File: config.mk
export PLATFORM = sky130hd
export DESIGN_NAME = lfsr_rand
export DESIGN_NICKNAME = d
export VERILOG_FILES = /design/src/rtl/lfsr_rand.sv
export SDC_FILE = /design/constraint.sdc
export NUM_CORES = 1
export LEC_CHECK = 0
export ABC_AREA = 1
export CAP_MARGIN = 20
export CORE_UTILIZATION = 45
export DETAILED_ROUTE_END_ITERATION = 6
export PLACE_DENSITY = 0.74
export SYNTH_ARGS = -nofsm -noshare
export SYNTH_HDL_FRONTEND = slang
export SYNTH_SLANG_ARGS = --single-unit
export TNS_END_PERCENT = 30
File: constraint.sdc
create_clock -name i_Clk -period 1.1 [get_ports i_Clk]
set_input_delay 0.22 -clock i_Clk [delete_from_list [all_inputs] [get_ports i_Clk]]
set_output_delay 0.22 -clock i_Clk [all_outputs]
set_load 0.005 [all_outputs]
File: src/rtl/lfsr_rand.sv
// XNOR-feedback LFSR random source with lockup guard and a rejection-sampled draw port.
// Latency: seed/step visible next cycle; draw result 2..MAX_TRIES+1 cycles after the request.
// Backpressure: requests are ignored while o_Busy is high; results are one-cycle pulses with no stall.
module lfsr_rand #(
  parameter int WIDTH     = 8,
  parameter int OUT_W     = 4,
  parameter int RANGE     = 9,
  parameter int MAX_TRIES = 16
) (
  input  logic             i_Clk,
  input  logic             i_Rst,
  input  logic             i_Enable,
  input  logic             i_Seed_DV,
  input  logic [WIDTH-1:0] i_Seed_Data,
  output logic [WIDTH-1:0] o_LFSR_Data,
  output logic             o_LFSR_Done,
  input  logic             i_Draw_Req,
  output logic             o_Busy,
  output logic             o_Draw_Valid,
  output logic [OUT_W-1:0] o_Draw_Data,
  output logic             o_Draw_Fallback
);

  localparam int TRY_W = $clog2(MAX_TRIES + 1);

  // Tap masks: bit (n-1) set for tap n, maximal-length XNOR taps for 3..16 bits.
  function automatic logic [15:0] tap_mask(input int w);
    case (w)
      3:       tap_mask = 16'h0006;
      4:       tap_mask = 16'h000C;
      5:       tap_mask = 16'h0014;
      6:       tap_mask = 16'h0030;
      7:       tap_mask = 16'h0060;
      8:       tap_mask = 16'h00B8;
      9:       tap_mask = 16'h0110;
      10:      tap_mask = 16'h0240;
      11:      tap_mask = 16'h0500;
      12:      tap_mask = 16'h0829;
      13:      tap_mask = 16'h100D;
      14:      tap_mask = 16'h2015;
      15:      tap_mask = 16'h6000;
      16:      tap_mask = 16'hD008;
      default: tap_mask = 16'h0000;
    endcase
  endfunction

  localparam logic [WIDTH-1:0] TAPS = WIDTH'(tap_mask(WIDTH));
  localparam logic [WIDTH-1:0] ONES = '1;

  typedef enum logic {IDLE = 1'b0, SEARCH = 1'b1} state_t;

  state_t             state_q, state_d;
  logic [WIDTH-1:0]   r_lfsr;
  logic [WIDTH-1:0]   r_seed;
  logic               r_stepped;
  logic [TRY_W-1:0]   r_tries, tries_d, tries_inc;
  logic               fb;
  logic               do_step;
  logic [WIDTH-1:0]   step_val;
  logic [WIDTH-1:0]   seed_val;
  logic [OUT_W-1:0]   cand;
  logic [31:0]        cand_ext;
  logic               accept;
  logic               vld_d;
  logic [OUT_W-1:0]   dat_d;
  logic               fbk_d;

  // All-ones is the XNOR lockup state, so it is mapped to zero both on load and on step.
  assign fb        = ~^(r_lfsr & TAPS);
  assign step_val  = (r_lfsr == ONES) ? '0 : {r_lfsr[WIDTH-2:0], fb};
  assign seed_val  = (i_Seed_Data == ONES) ? '0 : i_Seed_Data;
  assign do_step   = i_Enable | (state_q == SEARCH);

  assign cand      = r_lfsr[OUT_W-1:0];
  assign cand_ext  = 32'(cand);
  assign accept    = cand_ext < 32'(RANGE);
  assign tries_inc = r_tries + TRY_W'(1);

  assign o_LFSR_Data = r_lfsr;
  assign o_LFSR_Done = r_stepped & (r_lfsr == r_seed);
  assign o_Busy      = (state_q == SEARCH);

  // LFSR state, seed copy and stepped flag: reset, then seed load, then step, else hold.
  always_ff @(posedge i_Clk) begin
    if (i_Rst) begin
      r_lfsr    <= '0;
      r_seed    <= '0;
      r_stepped <= 1'b0;
    end else if (i_Seed_DV) begin
      r_lfsr    <= seed_val;
      r_seed    <= seed_val;
      r_stepped <= 1'b0;
    end else if (do_step) begin
      r_lfsr    <= step_val;
      r_stepped <= 1'b1;
    end else if (r_lfsr == ONES) begin
      r_lfsr    <= '0;
    end
  end

  // Draw FSM next state: test the current low bits each SEARCH cycle, give up after MAX_TRIES.
  always_comb begin
    state_d = state_q;
    tries_d = r_tries;
    vld_d   = 1'b0;
    dat_d   = o_Draw_Data;
    fbk_d   = o_Draw_Fallback;
    case (state_q)
      IDLE: begin
        if (i_Draw_Req) begin
          state_d = SEARCH;
          tries_d = '0;
        end
      end
      SEARCH: begin
        if (accept) begin
          vld_d   = 1'b1;
          dat_d   = cand;
          fbk_d   = 1'b0;
          state_d = IDLE;
        end else begin
          tries_d = tries_inc;
          if (tries_inc == TRY_W'(MAX_TRIES)) begin
            vld_d   = 1'b1;
            dat_d   = '0;
            fbk_d   = 1'b1;
            state_d = IDLE;
          end
        end
      end
      default: state_d = IDLE;
    endcase
  end

  // Draw FSM state, try counter and registered result outputs.
  always_ff @(posedge i_Clk) begin
    if (i_Rst) begin
      state_q         <= IDLE;
      r_tries         <= '0;
      o_Draw_Valid    <= 1'b0;
      o_Draw_Data     <= '0;
      o_Draw_Fallback <= 1'b0;
    end else begin
      state_q         <= state_d;
      r_tries         <= tries_d;
      o_Draw_Valid    <= vld_d;
      o_Draw_Data     <= dat_d;
      o_Draw_Fallback <= fbk_d;
    end
  end

endmodule

==> key figures <==
Run status
  – Status: finished, violations left
  – Failing checks: design-rule violations, negative setup slack

Worst setup path
  – Crit path max fanout: 3
  – R2r setup slk: -0.29 ns
  – Crit path from: r_seed[5]
  – Setup crit end kind: output port
  – Req. time, crit path: 0.88 ns
  – CP Launch Type: register
  – CP arrival: 1.45 ns
  – Cells on worst reg2reg path: 7
  – Crit-path cells: inv_2, nand2_2, nand2_1, a211oi_2, nand3_1, nor2_1, buf_2
  – Crit Reg-Reg Startpoint: o_LFSR_Data[4]
  – Critical path's largest stage delay: 0.36 ns
  – Slowest-stage cell, CP: dfxtp_2
  – Kind of critical path: register to output port
  – RR Endpoint: o_LFSR_Data[0]

Routing
  – Vias: 1748
  – Met1 WL: 1796 um
  – WL met3: approximately 370 um
  – Top sig layer: met4
  – Met2 wire len: 2717 um
  – First-pass DRT Iterations: 7
  – Post-route ant nets: 0
  – Vias per std cell: 5.966
  – Drt wl/cell: about 17 um
  – Initial DRC Count: 200
  – Drt drc: 1
  – Total Routed Length: 5127 um

Hold path
  – Hold Path Class: primary input to register
  – Hold Path Stages: 3
  – HP Start: i_Seed_Data[5]
  – Hold path endpoint: o_LFSR_Data[5]

Synth
  – Mapped Cells: 183
  – Synth Area per Inst: 7.719 um^2
  – Synth Net Count: around 200
  – Yosys reg bits: 29
  – Mapped Area: 0.001413 mm^2
  – Register area share after synthesis: 0.4110
  – Synth unique cells: 27
  – Ys Warns: 0

Timing
  – Clock period minus worst slack: 1.671 ns
  – Fin. max-slew vios: 0
  – Worst slew margin: 0.8082
  – Final worst path period share: 1.519
  – Setup ws final: -0.5712 ns
  – Setup-failing EPs final: 35
  – Max frequency: 598.4 MHz
  – Setup tns final: -5.546 ns
  – RSZ-0062 raised after global routing: yes
  – Worst-Margin Slew: 0.2864 ns
  – Final hold vios: 0
  – Skew final: roughly 0.0046 ns

Placed design
  – DP Cell Count: 267
  – GPL Wtd Cong: about 0.83
  – Port bufs: 28
  – Setup Slack @ Placement: -0.5628 ns
  – Hpwl dp: just under 3000 um

GRT
  – Global-route wire length before repair: between 7000 and 8000 um
  – Global route overflow: 0
  – Initial antenna violation count: 0
  – Vias in the first global route: 1636
  – GR Util All Layers: 0.2842
  – Largest net degree at the start of global routing: 18

Layout
  – Share of cells above drive strength 1: 0.5420
  – Non-Filler Instances: between 200 and 300
  – Ant. Diodes: 0
  – Most frequent cells in the layout: buf_4, nand2_1, buf_6
  – Area grow syn2layout: 69.80%
  – Nets: approximately 280
  – Final core utilization: 0.8408
  – Most common cell after layout, fill and taps aside: buf_4

Floorplan
  – DIE HEIGHT: just under 60 um
  – Die extent in x: 58.03 um
  – DIE AREA: roughly 0.0034 mm^2
  – Initial Util: 0.4952
  – Core area: 0.002853 mm^2
  – FP Rows: 19
  – Num ports: 29

Clock network
  – Deepest clock path buffer count: 2
  – Num CTS Buffers: 5
  – # clock sinks: 29
  – Clock latency on the worst-skew pair: 0.35 ns
  – TritonCTS clock tree: yes
  – Clk slew on worst S/H paths: 0.09 ns
  – Clock Tree Root: clkbuf_4
  – CTS H-Tree Depth: 2

Run
  – Max Cap Viol: 0

Power
  – P_int: 1722 uW
  – Power Total: 2528 uW
  – Psw: 806.4 uW
  – Flop pwr share: 0.454
  – Clock group share of total power: 0.255
  – VDD IR max: around 0.76 mV
  – Power density over cell area: between 1000 and 1500 mW/mm^2
  – Comb pwr share: 0.291
  – Sw Ratio: 0.3190
  – Pleak: 0.001034 uW
worst max-delay path by stage:
| stage | to | slack, ns | cells after the start |
|---|---|---|---|
| global route | o_LFSR_Done | -0.62 | 6 |
| global placement | o_LFSR_Data[0] | -0.50 | 8 |
| CTS | o_LFSR_Done | -0.42 | 7 |
| floorplan | o_LFSR_Data[0] | -0.07 | 6 |
| detailed placement | o_LFSR_Data[0] | -0.56 | 8 |
| finish | o_LFSR_Done | -0.57 | 7 |
power groups by stage:
stage / clock, uW / sequential, uW / combinational (uW)
6_report: 645 / 1150 / 736
5_1_grt: 681 / 1150 / 776
4_1_cts: 635 / 1150 / 635
3_5_place_dp: 0 / 1170 / 553
3_3_place_gp: 0 / 1160 / 541
2_1_floorplan: 0 / 1190 / 253
worst max-delay path, delay by kind of cell (launching register included):
family	cells	cell delay, ns
flops	1	0.36
buf+inv	2	0.18
simple gates	4	0.38
compound gates	1	0.19
cells in the mapped netlist:
master	number	area, um^2
a21oi_2	7	61.31
nor2_1	12	45.04
nor2_4	2	22.52
xor2_1	2	17.52
inv_4	1	6.260
nand4_4	1	21.27
o21ai_1	9	45.04
buf_2	3	15.01
nand3_1	17	85.08
nor3_2	1	10.01
nand4_1	3	18.77
inv_1	10	37.54
nand2_1	38	142.6
nand2_2	2	12.51
nor2_2	1	6.260
o211ai_1	7	52.55
o22ai_1	4	25.02
o21ai_0	2	10.01
a211oi_1	1	7.510
a21oi_1	17	85.08
ha_1	2	25.02
clkbuf_1	3	11.26
inv_2	3	11.26
nand3_4	1	17.52
xnor2_1	4	35.03
dfxtp_1	29	580.6
nor3_1	1	5.000
cells by family (layout without fill, tap and decap cells):
kind of cell / count (synthesis) / count (layout) / share of synthesized area
AOI/OAI and AO/OA: 47 / 47 / 0.2028
xor gates and xnor gates: 6 / 6 / 0.03720
adders and majority gates: 2 / 2 / 0.01771
buffers and inverters: 20 / 97 / 0.05757
DFF: 29 / 29 / 0.4110
and+or+nand+nor: 79 / 81 / 0.2737
per-layer routing:
layer  global-route usage  up-vias
li1                     -      790
met1               0.3035      815
met2               0.5386      107
met3              0.04911       36
met4               0.1293        0
met5                    0        -
stage by stage:
stage	hold WS, ns	instance area [um^2]
after detailed placement	0.4518	2017
after CTS	0.4632	2208
after global placement	0.4405	2017
after global routing	0.2210	2399
after floorplan	0.3896	1479
final	0.1976	2399
repair_timing:
item | 4_1_cts | 5_1_grt
hold buffers | 0 | 0
endpoints found under the setup margin | 44 | 42
cloned | 0 | 2
pin swaps | 5 | 19
gates resized for setup | 90 | 45
buffers inserted | 10 | 7
state kept, by name (all words and copies together), names as in the netlist:
signal,cells
r_seed,8
o_LFSR_Data,8
o_Draw_Fallback,1
o_Busy,1
r_tries,5
o_Draw_Valid,1
r_stepped,1
o_Draw_Data,4
layout make-up:
| cell class | count | area, um^2 |
|---|---|---|
| clock buffer | 6 | 41.29 |
| clock inverter | 2 | 10.01 |
| fill | 172 | 454.2 |
| inverter | 14 | 57.56 |
| multi-input combinational | 136 | 948.4 |
| sequential | 29 | 619.3 |
| tap | 31 | 38.79 |
| timing repair buffer | 75 | 683.2 |
No activity file was read; power rests on OpenSTA's default activity.
